File: config.mk
export PLATFORM = sky130hd
export DESIGN_NAME = bin2bcd_seq
export DESIGN_NICKNAME = d
export VERILOG_FILES = /design/src/rtl/bin2bcd_seq.sv
export SDC_FILE = /design/constraint.sdc
export NUM_CORES = 1
export LEC_CHECK = 0
export BUFFER_PORTS_ARGS = -buffer_cell sky130_fd_sc_hd__buf_2
export CAP_MARGIN = 0
export CELL_PAD_IN_SITES_DETAIL_PLACEMENT = 0
export CELL_PAD_IN_SITES_GLOBAL_PLACEMENT = 1
export CORE_ASPECT_RATIO = 0.5
export CORE_MARGIN = 3
export CORE_UTILIZATION = 30
export CTS_CLUSTER_DIAMETER = 200
export DETAILED_ROUTE_END_ITERATION = 12
export PLACE_DENSITY_LB_ADDON = 0.1
export RECOVER_POWER = 25
export SLEW_MARGIN = 5
export SYNTH_ARGS = -nofsm -noshare
export SYNTH_HDL_FRONTEND = slang
export SYNTH_SLANG_ARGS = --single-unit
export TNS_END_PERCENT = 5
File: constraint.sdc
create_clock -name clk -period 1.6 [get_ports clk]
set_input_delay 0.16 -clock clk [delete_from_list [all_inputs] [get_ports clk]]
set_output_delay 0.16 -clock clk [all_outputs]
set_load 0.005 [all_outputs]
File: src/rtl/bin2bcd_seq.sv
// Sequential binary-to-BCD converter (double dabble), one bit per clock.
// Result appears with a one-cycle done pulse WIDTH cycles after an accepted start.
//
// state | meaning
// IDLE  | waiting for start, bcd holds last result
// SHIFT | one add-3/shift step per clock, busy high
// DONE  | one cycle, new result valid on bcd; start here chains the next conversion
module bin2bcd_seq #(
  parameter int WIDTH  = 8,
  parameter int DIGITS = 3
) (
  input  logic                  clk,
  input  logic                  rst_n,
  input  logic                  start,
  input  logic [WIDTH-1:0]      bin,
  output logic                  busy,
  output logic                  done,
  output logic [4*DIGITS-1:0]   bcd
);

  localparam int CW = $clog2(WIDTH + 1);

  typedef enum logic [1:0] {IDLE, SHIFT, DONE} state_t;

  state_t              state;
  logic [CW-1:0]       cnt;
  logic [WIDTH-1:0]    sh;
  logic [4*DIGITS-1:0] scr;
  logic [4*DIGITS-1:0] adj;
  logic [4*DIGITS-1:0] scr_nxt;

  // Correction and shift happen in the same cycle, so the shift uses the adjusted nibbles.
  always_comb begin
    adj = scr;
    for (int i = 0; i < DIGITS; i++) begin
      if (scr[4*i +: 4] >= 4'd5) adj[4*i +: 4] = scr[4*i +: 4] + 4'd3;
    end
    scr_nxt = {adj[4*DIGITS-2:0], sh[WIDTH-1]};
  end

  always_ff @(posedge clk or negedge rst_n) begin
    if (!rst_n) begin
      state <= IDLE;
      cnt   <= '0;
      sh    <= '0;
      scr   <= '0;
      bcd   <= '0;
    end else begin
      case (state)
        IDLE, DONE: begin
          if (start) begin
            sh    <= bin;
            scr   <= '0;
            cnt   <= CW'(WIDTH);
            state <= SHIFT;
          end else begin
            state <= IDLE;
          end
        end
        SHIFT: begin
          scr <= scr_nxt;
          sh  <= {sh[WIDTH-2:0], 1'b0};
          cnt <= cnt - CW'(1);
          if (cnt == CW'(1)) begin
            bcd   <= scr_nxt;
            state <= DONE;
          end
        end
        default: state <= IDLE;
      endcase
    end
  end

  assign busy = (state == SHIFT);
  assign done = (state == DONE);

endmodule

==> metrics.cfg, run 1 <==
[logic_synthesis]
synth_area_sq_um=1840
synth_flop_cell=dfrtp_1
synth.distinct_cells=32
synth_edf_count=0
async_reset_ff_frac=1.00
synthCells=167
yosysSeqAreaShare=0.516
yosys_warnings=0
ys_ff_latch=38
synth.net_count=186
synth_area_per_cell_sq_um=11.0

[critical_path]
cp-end-kind=flip-flop
required_ps=1820
reg2reg_depth=5
startpoint_type=flip-flop
r2r-end=bcd[2]
r2r_start=scr[0]
cp_max_fo=5
ff2ff_setup_slack_ps=90
path_class=reg2reg
critPathArrivalTime_ps=1730

[route]
num_vias=1343
drt_iter0_drc=30
wire_per_inst_um=13.8
wirelength_um=3850
via_per_inst=4.80
dr.pass1.iters=4
drc=0
ant_nets=0

[sta]
fin_crit_ps=1510
setup_tns_ps=0
report.final.slew_viol_count=0
relSlewSlack=0.304
worstMarginPinSlew_ps=1040
skew_ps=4.02
setup_viol=0
hold_ws_ps=94.8
rsz0062_at_grt=false
fin_crit_sh=0.942
maxClockFrequency_mhz=663
hold_viol=0

[final_layout]
n_fill_cell=576
diodes=0
multi_input_area_sq_um=810
drive_above_1_share=0.295
seqCellArea_sq_um=951
layout.nets=225
area_growth_syn_to_layout_pct=23.7

[floorplan]
core_area_sq_um=5710
die_height_um=61.4
ios=25
initial_core_util=0.323
die_x_um=117
dieArea_sq_um=7180
row_count=19

[clock_tree]
cts_tree=done
clkSinkCount=38
cts_buffers=5
htreeDepth=2
postCtsSetupBuffers=0
cts_root_buf=clkbuf_16
clock_path_buffers=2
clk_pin_slew_ps=60
clock_latency_ps=280

[worst_hold_path]
hold_depth=3
hold_path.class=in2reg
hold_start=bin[5]
whs_endpoint=sh[5]

[run]
maxCapViolCount=0

[pwr]
switchingPower_mw=1.82
combPwrFrac=0.443
power_leakage_nw=1.10
p_sw_frac=0.371
p_int_mw=3.10
power_frac_seq=0.353
ir_drop_mv=0.529
power-per-cell-area_nw_per_um2=2160
clockPowerShare=0.204

[grt]
grt_first_pass_wirelength_um=6430
grt_pass1_vias=1311
grtUsageTotal=0.120
grt_max_degree=22
overflow=0
antenna_found_initial=0

[place]
gp_congestion=0.735
dp.final_hpwl_um=2810
port_buffers=24

[outcome]
run_status=complete, no violations

-- per-layer routing --
| metal | GRT usage | routed length [um] | vias up |
|---|---|---|---|
| li1 | - | - | 659 |
| met1 | 0.163 | 2020 | 658 |
| met2 | 0.178 | 1620 | 21 |
| met3 | 0.0422 | 165 | 5 |
| met4 | 0.0441 | 42 | 0 |
| met5 | 0 | 0 | - |
-- power groups by stage --
| stage | combinational, mW | clock, mW | sequential (mW) |
|---|---|---|---|
| after global placement | 2.17 | 0 | 1.74 |
| after detailed placement | 2.18 | 0 | 1.74 |
| after global routing | 2.47 | 1.08 | 1.81 |
| after floorplan | 1.53 | 0 | 1.70 |
| final | 2.18 | 1.00 | 1.74 |
| after CTS | 2.19 | 1.04 | 1.73 |
-- layout by cell type (no fill, tap or decap), drive strengths merged --
master       count
mux2i            3
nor3b            6
nand3            4
clkbuf           8
a22oi            7
xnor2            3
nand2b           5
a21oi            8
a22o             8
buf             37
clkinv           1
a31oi            1
ha               8
mux2             7
nor3             4
nor2             1
a211oi           1
o21ai           16
dfrtp           38
inv             10
dlygate4sd3      1
nor2b            2
nand2           28
-- Yosys cell counts (4+ instances only) --
| cell | n | area, sq um |
|---|---|---|
| nor3b_1 | 5 | 37.5 |
| nand3_1 | 4 | 20.0 |
| dfrtp_1 | 38 | 951 |
| a22o_1 | 8 | 70.1 |
| nand2_1 | 27 | 101 |
| nor3_1 | 4 | 20.0 |
| a21oi_1 | 5 | 25.0 |
| a22oi_1 | 7 | 52.6 |
| o21ai_1 | 13 | 65.1 |
| mux2_4 | 5 | 75.1 |
| ha_1 | 8 | 100 |
| inv_1 | 8 | 30.0 |
-- cell families after synthesis --
logic type | synth area share
xor+xnor | 0.0142
buf+inv | 0.0509
mux | 0.0692
flops | 0.516
simple gates | 0.142
compound gates | 0.153
fa+ha+maj | 0.0543
-- worst max-delay path, cell delays in order (launching register included) --
cell and delay [ps]:
dfrtp_1 430, ha_1 220, nand2b_2 200, a21oi_4 180, mux2i_2 250, mux2_4 170
-- cell type report --
| cell class | instances | area share |
|---|---|---|
| tap | 73 | 0.0400 |
| sequential | 38 | 0.417 |
| inverter | 10 | 0.0197 |
| clock inverter | 1 | 0.00219 |
| multi-input combinational | 112 | 0.355 |
| timing repair buffer | 39 | 0.104 |
| clock buffer | 7 | 0.0625 |
-- how the worst max path moves through the flow --
stage	startpoint	endpoint
4_1_cts	cnt[1]	bcd[10]
6_report	scr[0]	bcd[2]
5_1_grt	cnt[1]	bcd[10]
3_3_place_gp	cnt[1]	bcd[10]
3_5_place_dp	cnt[1]	bcd[10]
2_1_floorplan	cnt[1]	bcd[10]
-- state kept, by name, summed over array words and instances (netlist names) --
register,cells
bcd,12
scr,12
sh,8
cnt,4
state,2
-- metrics by stage --
step	power, mW	util	setup WS [ps]	area, sq um	std cells
after floorplan	3.24	-	182	1840	167
after global placement	3.91	0.372	106	2120	271
after detailed placement	3.92	0.372	84.0	2120	271
after CTS	4.96	0.400	68.9	2280	280
after global routing	5.35	0.400	0.398	2280	280
final	4.92	0.400	92.4	2280	280
-- repair_timing --
| action | CTS | global route |
|---|---|---|
| gates resized for setup | 0 | 2 |
| endpoints found under the hold margin | 17 | 0 |
| setup endpoints to repair | 0 | 6 |
| hold buffers | 1 | 0 |
Power figures use the tool's default switching activity.
==> run 2: changes to the inputs <==
- CTS_BUF_LIST: unset -> sky130_fd_sc_hd__clkbuf_4
==> run 2 against run 1 <==
Against the previous run: utilization is 0.13 points higher; register-to-register slack hardly changed; clock skew is 15 ps higher; die area stayed put; highest routed layer unchanged; largest cell class unchanged; critical path depth is 1 higher; clock-buffer cell count is 1 lower; clock power is 48% lower; first-iteration DRC count is 3.3% lower; hold slack worse by 70 ps; sequential power hardly changed; combinational power is 5% higher; global-route usage is 0.30 points higher.
==> metrics.cfg, run 2 (synthesis results as in run 1) <==
[route]
dr.pass1.iters=4  ; unchanged
via_per_inst=4.65  ; was 4.80
wirelength_um=3870  ; was 3850 um
drc=0  ; unchanged
drt_iter0_drc=29  ; was 30
ant_nets=0  ; unchanged
wire_per_inst_um=13.4  ; was 13.8 um
num_vias=1339  ; was 1,343

[final_layout]
top_regs=bcd (12), scr (12), sh (8)  ; unchanged
mostFrequentLayoutCells=38 x dfrtp_1, 27 x nand2_1, 23 x buf_2  ; unchanged
drive_above_1_share=0.293  ; was 0.295
area_growth_syn_to_layout_pct=24.2  ; was 23.7%
diodes=0  ; unchanged
final_cells=288  ; was 280
final_common_cell=dfrtp_1  ; unchanged
final_util=0.401  ; was 0.400
layout.nets=233  ; was 225

[place]
placed_cells=271  ; unchanged
dp.final_hpwl_um=2810  ; unchanged
gp_congestion=0.735  ; unchanged
port_buffers=24  ; unchanged

[clock_tree]
cts_tree=done  ; unchanged
htreeDepth=2  ; unchanged
clk_pin_slew_ps=130  ; was 60 ps
clkSinkCount=38  ; unchanged
clock_path_buffers=2  ; unchanged
cts_buffers=5  ; unchanged
clock_latency_ps=370  ; was 280 ps
cts_root_buf=clkbuf_4  ; was clkbuf_16

[pwr]
combPwrFrac=0.504  ; was 0.443
clockPowerShare=0.114  ; was 0.204
p_sw_frac=0.396  ; was 0.371
power-per-cell-area_nw_per_um2=1980  ; was 2160 nW/um^2
p_int_mw=2.74  ; was 3.10 mW
total_power_mw=4.53  ; was 4.92 mW
power_frac_seq=0.382  ; was 0.353
switchingPower_mw=1.79  ; was 1.82 mW
power_leakage_nw=1.11  ; was 1.10 nW
ir_drop_mv=0.573  ; was 0.529 mV

[floorplan]
ios=25  ; unchanged
row_count=19  ; unchanged
dieArea_sq_um=7180  ; unchanged
initial_core_util=0.323  ; unchanged
die_height_um=61.4  ; unchanged
die_x_um=117  ; unchanged
core_area_sq_um=5710  ; unchanged

[sta]
worstMarginPinSlew_ps=1100  ; was 1040 ps
fin_crit_sh=0.943  ; was 0.942
fin_crit_ps=1510  ; about the same
setup_tns_ps=0  ; unchanged
rsz0062_at_grt=false  ; unchanged
setup_viol=0  ; unchanged
maxClockFrequency_mhz=663  ; about the same
skew_ps=18.7  ; was 4.02 ps
hold_viol=0  ; unchanged
relSlewSlack=0.264  ; was 0.304
report.final.slew_viol_count=0  ; unchanged

[grt]
antenna_found_initial=0  ; unchanged
grt_pass1_vias=1332  ; was 1,311
overflow=0  ; unchanged
grt_max_degree=22  ; unchanged
grt_first_pass_wirelength_um=6550  ; was 6430 um
grtUsageTotal=0.123  ; was 0.120

[critical_path]
critPathArrivalTime_ps=1830  ; was 1730 ps
crit_chain=inv_1 > ha_1 > nand2b_2 > a21oi_4 > mux2i_1 > mux2_4  ; was ha_1 > nand2b_2 > a21oi_4 > mux2i_2 > mux2_4
startpoint_type=flip-flop  ; unchanged
r2r_start=scr[5]  ; was scr[0]
path_class=reg2reg  ; unchanged
cp_slowest_stage_delay_ps=390  ; was 430 ps
cp_max_fo=3  ; was 5
required_ps=1920  ; was 1820 ps
cp-end-kind=flip-flop  ; unchanged
cpMaxStageDelayCell=dfrtp_1  ; unchanged
critPathLaunch=scr[5]  ; was scr[0]

[outcome]
run_status=complete, no violations  ; unchanged

[worst_hold_path]
hold_start=bin[1]  ; was bin[5]
hold_path.class=in2reg  ; unchanged

[run]
maxCapViolCount=0  ; unchanged

-- run 2: cell count changes in the layout (fill, tap and decap cells not counted), moves of 2 or more --
cell,change
clkbuf_16,-5
buf_12,+2
dlygate4sd3_1,+6
clkbuf_4,+6
-- run 2: through the flow --
step	hold WS [ps]	instance area (sq um)	worst slack (ps)
finish	24.8	2290	90.9
floorplan	-136	1840	182
global placement	136	2120	106
detailed placement	140	2120	84.0
CTS	8.45	2250	27.7
global route	19.5	2290	0.790
-- run 2: final timing paths --
path,slack [ps],cells after the start,end
min in group asynchronous,510,2,bcd[5]
hold reg to reg,490,2,sh[3]
max in group asynchronous,400,3,scr[2]
hold / removal,20,3,sh[1]
setup reg to reg,90,6,bcd[6]
setup / recovery,90,6,bcd[6]
-- run 2: area by class of cell --
cell class	instances	area [sq um]
Multi-Input combinational cell	112	810
Fill cell	580	3420
Clock buffer	6	45.0
Tap cell	73	91.3
Inverter	10	50.0
Sequential cell	38	951
Timing Repair Buffer	47	334
Clock inverter	2	8.76
-- run 2: timing repair --
| item | 4_1_cts | 5_1_grt |
|---|---|---|
| hold endpoints to repair | 23 | 0 |
| hold buffers | 7 | 0 |
| setup endpoints to repair | 0 | 7 |
| resized for setup | 0 | 4 |
| setup buffers | 0 | 2 |
-- run 2: metal layers --
metal | track usage | up-vias | wire length, um
li1 | - | 671 | -
met1 | 0.163 | 645 | 2050
met2 | 0.183 | 15 | 1610
met3 | 0.0442 | 8 | 145
met4 | 0.0539 | 0 | 64
met5 | 0 | - | 0
-- run 2: worst max-delay path: cells and delay by family (launching register included) --
family / cells / cell delay [ps]
muxes: 2 / 450
DFF: 1 / 390
and+or+nand+nor: 1 / 200
AOI/OAI and AO/OA: 1 / 180
adders and majority gates: 1 / 170
buffers and inverters: 1 / 80
-- run 2: power by group through the flow --
stage                     registers (mW)  logic [mW]  clock network, mW
final                               1.73        2.28              0.516
after global routing                1.80        2.58              0.586
after CTS                           1.73        2.21              0.545
after detailed placement            1.74        2.18                  0
after global placement              1.74        2.17                  0
after floorplan                     1.70        1.53                  0
==> run 3: changes to the inputs <==
- ABC_AREA: unset -> 1
- CTS_CLUSTER_SIZE: unset -> 12
==> run 3 against run 2 <==
Against the previous run: global-route usage grew 0.82 points; critical path depth shrank 2; flip-flop and latch count is the same; sequential power barely moved; via count rose by 16%; die area grew 1.1%; maximum frequency rose by 3.8%; cell area down 4.2%; synthesized cell count up 34%; first-iteration DRC count up 41%; area after synthesis grew 1.2%; critical endpoint is now busy.
==> metrics.cfg, run 3 <==
[logic_synthesis]
synth_top_area_cell=dfrtp_1  ; unchanged
synth.most_common_cell=nand2_1  ; was dfrtp_1
synth_top_family_by_area=simple AND/OR/NAND/NOR gates  ; was compound AO/OA/AOI/OAI gates
synth.net_count=242  ; was 186
synth_compound_area_frac=0.0617  ; was 0.153
synth_edf_count=0  ; unchanged
synth_area_leaders=dfrtp_1 51%, nand2_1 15%, nand3_1 6.4%  ; was dfrtp_1 52%, nand2_1 5.5%, ha_1 5.4%
synth_area_per_cell_sq_um=8.37  ; was 11.0 sq um
synth_area_sq_um=1870  ; was 1840 sq um
synth.top_cells.by_count=73 x nand2_1, 38 x dfrtp_1, 24 x nand3_1  ; was 38 x dfrtp_1, 27 x nand2_1, 13 x o21ai_1
synthCells=223  ; was 167
ys_ff_latch=38  ; unchanged
yosysSeqAreaShare=0.510  ; was 0.516
synth.distinct_cells=20  ; was 32
synth_mux_area_frac=0  ; was 0.0692
synth_flop_cell=dfrtp_1  ; unchanged
yosys_warnings=0  ; unchanged
synthXorXnorAreaFrac=0  ; was 0.0142
synthDominantCellAreaShare=0.510  ; was 0.516
async_reset_ff_frac=1.00  ; unchanged
synthSimpleGateAreaFrac=0.299  ; was 0.142
synthAdderAreaFrac=0.0537  ; was 0.0543

[floorplan]
row_count=19  ; unchanged
die_height_um=61.8  ; was 61.4 um
core_area_sq_um=5730  ; was 5710 sq um
dieArea_sq_um=7260  ; was 7180 sq um
die_x_um=118  ; was 117 um
initial_core_util=0.326  ; was 0.323
ios=25  ; unchanged

[clock_tree]
clkSinkCount=38  ; unchanged
htreeDepth=2  ; unchanged
cts_root_buf=clkbuf_4  ; unchanged
cts_buffers=5  ; unchanged
clk_pin_slew_ps=120  ; was 130 ps
cts_tree=done  ; unchanged
clock_path_buffers=2  ; unchanged
ctsResizeCount=0  ; unchanged
postCtsSetupBuffers=0  ; unchanged
clock_latency_ps=340  ; was 370 ps

[place]
gp_congestion=0.756  ; was 0.735
dp.final_hpwl_um=2980  ; was 2810 um
postPlaceCellArea_sq_um=2090  ; was 2120 sq um
port_buffers=24  ; unchanged
placed_cells=329  ; was 271

[final_layout]
area_growth_syn_to_layout_pct=17.6  ; was 24.2%
diodes=0  ; unchanged
n_fill_cell=611  ; was 580
mostFrequentLayoutCells=73 x nand2_1, 38 x dfrtp_1, 24 x nand3_1, 24 x buf_2, 21 x inv_1  ; was 38 x dfrtp_1, 27 x nand2_1, 23 x buf_2
drive_above_1_share=0.169  ; was 0.293
design_area_sq_um=2190  ; was 2290 sq um
final_common_cell=nand2_1  ; was dfrtp_1
top_regs=bcd (12), scr (12), sh (8)  ; unchanged
final_cells=338  ; was 288
layout.nets=272  ; was 233

[critical_path]
crit_top_cell=inv_1
startpoint_type=flip-flop  ; unchanged
required_ps=1440  ; was 1920 ps
path_class=reg2out  ; was reg2reg
cp-end-kind=primary output  ; was flip-flop
cpMaxStageDelayCell=dfrtp_1  ; unchanged
cp_slowest_stage_delay_ps=380  ; was 390 ps
cp_max_fo=6  ; was 3
critPathArrivalTime_ps=1290  ; was 1830 ps
crit_chain=inv_1 > nand2_2 > inv_1 > buf_2  ; was inv_1 > ha_1 > nand2b_2 > a21oi_4 > mux2i_1 > mux2_4

[route]
wl_met1_um=2250  ; was 2050 um
dr.pass1.iters=4  ; unchanged
via_per_inst=4.60  ; was 4.65
drt_iter0_drc=41  ; was 29
num_vias=1555  ; was 1,339
ant_nets=0  ; unchanged
top_layer_used=met4  ; unchanged
wl_met2_um=1730  ; was 1610 um
routed-wl-met3_um=176  ; was 145 um
wire_per_inst_um=12.4  ; was 13.4 um
wirelength_um=4200  ; was 3870 um
drc=0  ; unchanged

[sta]
worstMarginPinSlew_ps=975  ; was 1100 ps
hold_viol=0  ; unchanged
setup_tns_ps=0  ; unchanged
rsz0062_at_grt=false  ; unchanged
maxClockFrequency_mhz=688  ; was 663 MHz
relSlewSlack=0.350  ; was 0.264
skew_ps=7.66  ; was 18.7 ps
setup_viol=0  ; unchanged
fin_crit_ps=1450  ; was 1510 ps
fin_crit_sh=0.908  ; was 0.943
report.final.slew_viol_count=0  ; unchanged

[pwr]
ir_drop_mv=0.695  ; was 0.573 mV
power-per-cell-area_nw_per_um2=2130  ; was 1980 nW/um^2
power_leakage_nw=1.14  ; was 1.11 nW

[worst_hold_path]
hold_path.class=in2reg  ; unchanged

[grt]
antenna_found_initial=0  ; unchanged
grtUsageTotal=0.131  ; was 0.123
grt_first_pass_wirelength_um=7290  ; was 6550 um
grt_pass1_vias=1506  ; was 1,332
grt_max_degree=39  ; was 22
overflow=0  ; unchanged

[outcome]
run_status=complete, no violations  ; unchanged

[run]
maxCapViolCount=0  ; unchanged

[run 3: cell count changes in the layout (fill, tap and decap cells not counted), moves of 5 or more]
cell and change:
nand2_1 +46, nand3_1 +20, inv_1 +13, buf_4 -11, nor2_1 +11, o21ai_1 -10
o22ai_1 +10, a22o_1 -8, a22oi_1 -7, dlygate4sd3_1 -6, nand4_1 +6, a21oi_1 -5
mux2_4 -5, nor3b_1 -5
[run 3: logic make-up after synthesis]
group	after synthesis
flip-flops	38
adder cells (fa/ha/maj)	8
buffers and inverters	30
AND/OR/NAND/NOR	127
AO/OA/AOI/OAI	20
[run 3: critical path: cells and delay by family (launching register included)]
kind,cells,cell delay (ps)
buffers and inverters,3,440
DFF,1,380
and+or+nand+nor,1,140
[run 3: where the power goes]
| part | switching [mW] | total, mW | internal [mW] |
|---|---|---|---|
| clock network | 0.328 | 0.809 | 0.482 |
| registers | 0.293 | 1.71 | 1.42 |
| logic | 1.34 | 2.16 | 0.818 |
[run 3: metrics by stage]
stage	power [mW]	worst slack (ps)	utilization	hold WS, ps
2_1_floorplan	3.27	412	-	-136
3_3_place_gp	3.91	221	0.364	246
3_5_place_dp	3.92	223	0.364	255
4_1_cts	4.75	101	0.383	26.9
5_1_grt	5.21	23.0	0.383	23.3
6_report	4.68	147	0.383	47.4
[run 3: layer usage]
metal	track usage	vias to the layer above
met2	0.206	28
met5	0	-
met3	0.0362	4
met1	0.182	731
li1	-	792
met4	0.0400	0
[run 3: what timing repair did]
action / in CTS / in global routing
endpoints found under the hold margin: 38 / 0
hold buffers: 1 / 0
setup endpoints to repair: 0 / 0
[run 3: cell type report]
type	instances	area (sq um)	area share
multi-input cells	155	773	0.352
flip-flops and latches	38	951	0.433
clock inverters	3	63.8	0.0291
well taps	84	105	0.0479
repair buffers	30	178	0.0810
clock buffers	5	37.5	0.0171
inverters	23	86.3	0.0393
[run 3: worst paths after layout]
check,cells after the start,slack [ps],endpoint,startpoint
setup / recovery,4,150,busy,state[1]
hold / removal,3,50,sh[4],bin[4]
setup reg to reg,7,220,bcd[3],scr[0]
hold reg to reg,2,490,bcd[4],bcd[4]
max in group asynchronous,3,430,cnt[2],rst_n
min in group asynchronous,3,570,scr[5],rst_n
